`src/rtl/emmc_link_scheduler.sv`:
```
// ---------------------------------------------------------------------------
// emmc_link_scheduler
//
// Frame scheduler for the eMMC chip-to-chip serdes TX path. Arbitrates between
// the CMD channel (48-bit tokens) and the DAT channel (bytes from a
// first-word-fall-through FIFO). Each grant is wrapped in a framed packet:
//   header {type[1:0], len_m1[5:0]} + payload [+ CRC-8]
//   type 2'b01 = CMD (always 6 payload bytes, MSB first)
//   type 2'b10 = DAT (L = min(dat_level, MAX_BURST) bytes)
// Frames are driven byte-wide into the serializer through a registered
// valid/ready output stage.
//
// Optional feature macro: EMMC_LINK_CRC_EN
//   defined   -> a CRC-8 byte (poly 0x07, init 0x00, MSB first) over header
//                and payload is appended to every frame.
//   undefined -> no CRC state or logic; frames end after the payload.
//
// Ports
//   aclk, aresetn        clock, asynchronous active-low reset
//   link_up              low blocks new frames (a running frame completes)
//   cmd_req / cmd_word   CMD token handshake; cmd_ack pulses after capture
//   dat_level / dat_data FIFO fill count and head byte
//   dat_ready            FIFO pop, one per payload byte loaded
//   tx_data / tx_valid   registered output byte to the serializer
//   tx_ready             serializer accept
//   busy                 a frame is in progress
//   last_grant           0 = last frame was CMD, 1 = DAT
// ---------------------------------------------------------------------------
module emmc_link_scheduler #(
    parameter int MAX_BURST = 32,
    parameter int LEVEL_W   = 10
) (
    input  logic               aclk,
    input  logic               aresetn,
    input  logic               link_up,
    input  logic               cmd_req,
    input  logic [47:0]        cmd_word,
    output logic               cmd_ack,
    input  logic [LEVEL_W-1:0] dat_level,
    input  logic [7:0]         dat_data,
    output logic               dat_ready,
    output logic [7:0]         tx_data,
    output logic               tx_valid,
    input  logic               tx_ready,
    output logic               busy,
    output logic               last_grant
);

    typedef enum logic [2:0] {
        ST_IDLE,
        ST_HDR,
        ST_CMD_PAY,
        ST_DAT_PAY
`ifdef EMMC_LINK_CRC_EN
        , ST_CRC
`endif
    } state_t;

    state_t      state_q, state_d;
    logic [7:0]  tx_data_q, tx_data_d;
    logic        tx_valid_q, tx_valid_d;
    logic        cmd_ack_q, cmd_ack_d;
    logic        last_grant_q, last_grant_d;
    logic [47:0] cmd_word_q, cmd_word_d;
    logic [5:0]  cnt_q, cnt_d;
`ifdef EMMC_LINK_CRC_EN
    logic [7:0]  crc_q, crc_d;

    // Byte-at-a-time CRC-8, polynomial x^8+x^2+x+1, MSB first.
    function automatic logic [7:0] crc8_byte(input logic [7:0] crc_in, input logic [7:0] data);
        logic [7:0] c;
        c = crc_in ^ data;
        for (int i = 0; i < 8; i++) begin
            c = c[7] ? ((c << 1) ^ 8'h07) : (c << 1);
        end
        return c;
    endfunction
`endif

    logic       load_ok;
    logic       cmd_pend;
    logic       dat_pend;
    logic       grant_dat;
    logic       pay_is_dat;
    logic [6:0] burst_len;
    logic [5:0] burst_m1;
    logic [7:0] hdr_byte;
    logic [7:0] cmd_byte;
    logic [7:0] pay_byte;

    // The output slot can take a new byte when empty or being drained this cycle.
    assign load_ok  = !tx_valid_q || tx_ready;
    assign cmd_pend = cmd_req;
    assign dat_pend = (dat_level != '0);

    // Round-robin: with both pending, grant the channel that did not go last.
    assign grant_dat = dat_pend && (!cmd_pend || !last_grant_q);

    assign burst_len = (dat_level >= LEVEL_W'(MAX_BURST)) ? 7'(MAX_BURST) : 7'(dat_level);
    assign burst_m1  = 6'(burst_len - 7'd1);
    assign hdr_byte  = grant_dat ? {2'b10, burst_m1} : {2'b01, 6'd5};

    // The counter runs len_m1..0, so for CMD it also selects byte 5 (MSB) first.
    assign cmd_byte   = 8'(cmd_word_q >> {cnt_q, 3'b000});
    // In HDR the frame type is the grant just recorded in last_grant_q.
    assign pay_is_dat = (state_q == ST_DAT_PAY) || ((state_q == ST_HDR) && last_grant_q);
    assign pay_byte   = pay_is_dat ? dat_data : cmd_byte;

    always_comb begin
        state_d      = state_q;
        tx_data_d    = tx_data_q;
        tx_valid_d   = tx_valid_q;
        cmd_ack_d    = 1'b0;
        last_grant_d = last_grant_q;
        cmd_word_d   = cmd_word_q;
        cnt_d        = cnt_q;
        dat_ready    = 1'b0;
`ifdef EMMC_LINK_CRC_EN
        crc_d        = crc_q;
`endif
        // A drained slot goes empty unless a byte is loaded below.
        if (load_ok) begin
            tx_valid_d = 1'b0;
        end

        case (state_q)
            ST_IDLE: begin
                if (link_up && (cmd_pend || dat_pend) && load_ok) begin
                    tx_data_d    = hdr_byte;
                    tx_valid_d   = 1'b1;
                    last_grant_d = grant_dat;
                    state_d      = ST_HDR;
                    if (grant_dat) begin
                        cnt_d = burst_m1;
                    end else begin
                        cnt_d      = 6'd5;
                        cmd_word_d = cmd_word;
                        cmd_ack_d  = 1'b1;
                    end
`ifdef EMMC_LINK_CRC_EN
                    crc_d = crc8_byte(8'h00, hdr_byte);
`endif
                end
            end
            ST_HDR, ST_CMD_PAY, ST_DAT_PAY: begin
                if (load_ok) begin
                    tx_data_d  = pay_byte;
                    tx_valid_d = 1'b1;
                    dat_ready  = pay_is_dat;
`ifdef EMMC_LINK_CRC_EN
                    crc_d = crc8_byte(crc_q, pay_byte);
`endif
                    if (cnt_q == 6'd0) begin
`ifdef EMMC_LINK_CRC_EN
                        state_d = ST_CRC;
`else
                        state_d = ST_IDLE;
`endif
                    end else begin
                        cnt_d   = cnt_q - 6'd1;
                        state_d = pay_is_dat ? ST_DAT_PAY : ST_CMD_PAY;
                    end
                end
            end
`ifdef EMMC_LINK_CRC_EN
            ST_CRC: begin
                if (load_ok) begin
                    tx_data_d  = crc_q;
                    tx_valid_d = 1'b1;
                    state_d    = ST_IDLE;
                end
            end
`endif
            default: state_d = ST_IDLE;
        endcase
    end

    always_ff @(posedge aclk or negedge aresetn) begin
        if (!aresetn) begin
            state_q      <= ST_IDLE;
            tx_data_q    <= 8'h00;
            tx_valid_q   <= 1'b0;
            cmd_ack_q    <= 1'b0;
            last_grant_q <= 1'b1;
            cmd_word_q   <= 48'h0;
            cnt_q        <= 6'd0;
`ifdef EMMC_LINK_CRC_EN
            crc_q        <= 8'h00;
`endif
        end else begin
            state_q      <= state_d;
            tx_data_q    <= tx_data_d;
            tx_valid_q   <= tx_valid_d;
            cmd_ack_q    <= cmd_ack_d;
            last_grant_q <= last_grant_d;
            cmd_word_q   <= cmd_word_d;
            cnt_q        <= cnt_d;
`ifdef EMMC_LINK_CRC_EN
            crc_q        <= crc_d;
`endif
        end
    end

    assign tx_data    = tx_data_q;
    assign tx_valid   = tx_valid_q;
    assign cmd_ack    = cmd_ack_q;
    assign last_grant = last_grant_q;
    assign busy       = (state_q != ST_IDLE);

endmodule

```
`config.mk`:
```
export PLATFORM = sky130hd
export DESIGN_NAME = emmc_link_scheduler
export DESIGN_NICKNAME = d
export VERILOG_FILES = /design/src/rtl/emmc_link_scheduler.sv
export SDC_FILE = /design/constraint.sdc
export NUM_CORES = 1
export LEC_CHECK = 0
export BUFFER_PORTS_ARGS = -buffer_cell sky130_fd_sc_hd__buf_2
export CORE_ASPECT_RATIO = 1.75
export CORE_UTILIZATION = 35
export CTS_CLUSTER_SIZE = 25
export DETAILED_ROUTE_END_ITERATION = 16
export HOLD_SLACK_MARGIN = 0.12
export SLEW_MARGIN = 10
export SYNTH_ARGS = -nofsm -noshare
export SYNTH_HDL_FRONTEND = slang
export SYNTH_SLANG_ARGS = --single-unit
```
`constraint.sdc`:
```
create_clock -name aclk -period 4.3 [get_ports aclk]
set_input_delay 0.86 -clock aclk [delete_from_list [all_inputs] [get_ports aclk]]
set_output_delay 0.86 -clock aclk [all_outputs]
set_load 0.05 [all_outputs]
```
# Word level (Yosys, flattened, before mapping)
# Index checks and enable logic that the tools add are counted.
# op_classes
addsub	2
order_cmp	1
n_eq_ne	6
n_shift	1
mux	25
n_bitwise	1
n_reduce_logical	22
# op_table
cell	count
$shr A48 B9 Y8	1
$mux W8	4
$mux W6	5
$pmux W8 S2	1
$pmux W6 S2	1
$sub A6 B1 Y6 const B	2
$ge A10 B6 Y1 const B	1
$reduce_bool A10 Y1	1
$mux W1	9
$eq A3 B2 Y1 const B	2
$logic_not A6 Y1	1
$mux W3	2
$ne A2 B2 Y1 const B	3
$pmux W3 S2	1
$reduce_and A3 Y1	2
$logic_and A1 B1 Y1	4
$logic_or A1 B1 Y1	4
$reduce_and A2 Y1	2
$reduce_and A4 Y1	1
$eq A3 B1 Y1 const B	1
$logic_not A1 Y1	3
$logic_not A3 Y1	1
$reduce_bool A3 Y1	1
$reduce_or A3 Y1	1
other kinds (4)	4
# word_totals
register_bits	68
input_bits	71
output_inout_bits	13
word_cells	65

# Longest topological paths before layout
# depth
word_depth	7
mapped_depth	9
mapped_depth_nobuf	9

# Worst setup path before layout
# No wires, ideal clock.
# synth_timing
path_type	register to output
startpoint	register state_q[0]
endpoint	output port dat_ready
arrival_ns	1.994
required_ns	3.440
path_slack_ns	1.446
path_stages_with_launch	7
path_buffers	1
cell_sequence	dfrtp_1 -> inv_1 -> ha_1 -> buf_2 -> inv_1 -> nand2_1 -> nor2_1
# synth_via
elab_chain_cells	5
elab_cells_between_ends	8
classes_between	3 x eq/ne; 2 x mux; 3 x reduce/logical
# synth_rtl
item	line	text
from (decl)	59	state_t state_q, state_d;
from (signal assigned)	191	state_q <= state_d;
$eq A3 B1 Y1	106, 126	
$logic_and A1 B1 Y1	106	assign pay_is_dat = (state_q == ST_DAT_PAY) || ((state_q == ST_HDR) && last_grant_q);
$logic_or A1 B1 Y1	106	
$mux W1	146	if (load_ok) begin
$mux W1 (*)	126	case (state_q)
to (decl)	41	output logic dat_ready,
# Every way passes the cells marked *; elsewhere a longest branch is shown, timed or not.

# Worst setup path in the final report
# Ends and elaborated chain as after synthesis.

==> flow_summary_export.csv <==
group,metric,value,unit
yosys,syn_avg_cell_area,12.0,sq um
placement,io_buffers,83,
yosys,synth-compound-area-share,0.120,
cells_and_area,final-seq-area,1680,sq um
clock_network,clockBufferDepth,2,
yosys,synth_cells,288,
cells_and_area,fill_cells,947,
setup_path,crit_arrival,2180,ps
cells_and_area,syn_to_final_growth,22.5,%
yosys,synth.yosys.seq_area_share,0.484,
clock_network,clk_pin_slew,50,ps
routing,num_vias,2596,
setup_path,crit_required,3440,ps
routing,wl,8.50,mm
cells_and_area,insertedDiodeCount,0,
setup_path,startpoint_type,"flip-flop",
flow_run,drv_cap,0,
pwr,comb_power_share,0.373,
yosys,ys_top_cells_by_count,"66 x dfrtp_1, 44 x mux2_2, 20 x nand2_1",
setup_path,crit_type,"reg2out",
pwr,powerDensity,666,nW/um^2
pwr,sw_frac_of_total,0.368,
yosys,synth_edf_count,0,
routing,drtPass1Iterations,4,
yosys,synth_xor_area_frac,0,
sta,tightest_slew,917,ps
cells_and_area,drive_gt1_frac,0.446,
pwr,p_sw,1040,uW
sta,period_needed,3040,ps
floorplan,die_w,77.2,microns
global_routing,grt_pass1_wl,13.9,mm
placement,dp_hpwl,6.50,mm
sta,fmax,0.329,GHz
clock_network,insertion_delay,330,ps
floorplan,core.rowCount,47,
sta,fin_skew,7.01,ps
cells_and_area,finalNonFillerCells,494,
floorplan,die_h,134,microns
floorplan,initial_utilization,0.364,
yosys,synth.area.mux_share,0.246,
clock_network,cts_resized,0,
yosys,synthTopCellsByArea,"dfrtp_1 48%, mux2_2 14%, mux2_4 3.9%",
placement,place.gp.congestion,0.798,
sta,period_share,0.706,
clock_network,htree_levels,3,
yosys,synth_top_area_share,0.477,
clock_network,cts-hold-fix-buffers,0,
routing,ant_nets,0,
pwr,internal-power,1790,uW
setup_path,cp-end-kind,"output port",
clock_network,numCtsBuffers,9,
global_routing,antenna_found_initial,0,
floorplan,core,9530,sq um
global_routing,grt-ovfl-total,0,
routing,post-route-drc-count,0,
yosys,synth_seq_cells,67,
yosys,ys_types,49,
sta,slew_viol_final,0,
yosys,synth_simple_gate_area_share,0.0979,
floorplan,ioPinCount,84,
yosys,synth_top_area_cell,"dfrtp_1",
yosys,synth_fa_ha_area_frac,0.0181,
clock_network,clock_sinks,67,
pwr,p_leak,0.00209,uW
sta,grt_setup_unrepaired,"no",
pwr,power_frac_clock,0.246,
clock_network,postCtsSetupBuffers,0,
pwr,ir_drop,240,uV
global_routing,grt_usage,0.178,
yosys,synth_ff_type,"dfrtp_1",
sta,hold_violations,0,
sta,finalSetupViolCount,0,
pwr,seqPwrFrac,0.381,
routing,drt_iter0_markers,150,
sta,final.setup.tns,0,ps
yosys,yosysWarningCount,0,
cells_and_area,utilization,0.445,
yosys,syn_nets,364,
sta,slew_headroom,0.389,
routing,vias_per_cell,5.26,
routing,wl_per_cell,17.2,microns
global_routing,grt_pass1_vias,2754,
global_routing,grt_max_degree,56,
status,status,"finished clean",
cells_and_area,nNetsFinal,445,
yosys,netlist_area,3460,sq um
placement,place_inst,480,
setup_path,critPathMaxFanout,17,
clock_network,cts_tree,"done",
floorplan,die-area,10300,sq um
clock_network,cts_root_buf,"clkbuf_16",
yosys,async_reset_ff_frac,1.00,
yosys,synth_top_family_by_area,"multiplexers",
cells_and_area,multi_input_area,1670,sq um
hold_path,hold_path_class,"in2async",
yosys,synth.most_common_cell,"dfrtp_1",
worst paths after layout:
kind / slack [ps] / cells after the start / endpoint / start
worst max-delay path: 1260 / 6 / dat_ready / state_q[0]
worst min-delay path: 420 / 1 / cmd_word_q[40] / aresetn
worst max register to register: 1570 / 7 / cnt_q[4] / state_q[0]
worst min register to register: 470 / 2 / tx_data[0] / tx_data[0]
max in group asynchronous: 2860 / 2 / cmd_word_q[17] / aresetn
min in group aclk: 470 / 2 / tx_data[0] / tx_data[0]
cell type report:
class	count	share of cell area
Sequential cell	67	0.396
Clock buffer	13	0.0661
Inverter	7	0.00619
Timing Repair Buffer	85	0.101
Clock inverter	1	0.00177
Multi-Input combinational cell	199	0.393
Tap cell	122	0.0360
power groups by stage:
stage,combinational (uW),sequential (uW),clock [uW]
floorplan,725,1120,0
global placement,1040,1080,0
detailed placement,1060,1090,0
CTS,1060,1080,711
global route,1130,1120,745
finish,1050,1080,695
critical path, stage by stage, from the launching register on:
cell	delay, ps
dfrtp_1	400
inv_1	80
ha_1	560
inv_1	280
nand2_1	220
nor2_1	90
buf_2	210
placed cells by master (no fill, tap or decap), types with 2 or more instances in the layout:
cell type and instances:
a211oi_1 2, a21o_1 5, a21oi_1 8, a221oi_1 3
a22oi_1 2, a2bb2oi_1 3, a31oi_1 4, a32o_1 2
buf_2 83, buf_4 2, clkbuf_16 9, clkbuf_8 4
dfrtp_1 66, ha_1 5, inv_1 7, mux2_2 44
mux2_4 9, mux2i_1 13, mux4_2 4, nand2_1 20
nand2b_1 3, nand3_1 7, nand4_1 2, nor2_1 13
nor3_1 6, nor3_2 3, nor3b_1 2, o21ai_0 14
o22ai_1 3, o31ai_1 3, or3_1 2
per-stage QoR:
stage | hold slack [ps] | cell area (sq um) | power [uW] | worst slack (ps)
after CTS | 413 | 4240 | 2860 | 1260
after global placement | 463 | 3950 | 2130 | 1290
after floorplan | 467 | 3460 | 1840 | 1450
after detailed placement | 464 | 3950 | 2150 | 1250
final | 416 | 4240 | 2830 | 1260
after global routing | 433 | 4240 | 3000 | 1130
metal layers:
metal | up-vias | GRT usage | share of wire
met5 | - | 0 | 0
met4 | 0 | 0.0943 | 0.028
met3 | 14 | 0.0274 | 0.031
met2 | 75 | 0.321 | 0.55
met1 | 1279 | 0.198 | 0.39
li1 | 1228 | - | -
kinds of logic after synthesis:
family / after synthesis
mux: 70
flops: 67
simple gates: 65
compound gates: 59
buf+inv: 22
fa+ha+maj: 5
sequential cells by signal, indices dropped and copies added, names as in the netlist:
| signal | count |
|---|---|
| cmd_word_q | 48 |
| cnt_q | 6 |
| tx_data | 8 |
| tx_valid | 1 |
| state_q | 2 |
| cmd_ack | 1 |
| last_grant | 1 |
Power figures use the tool's default switching activity.
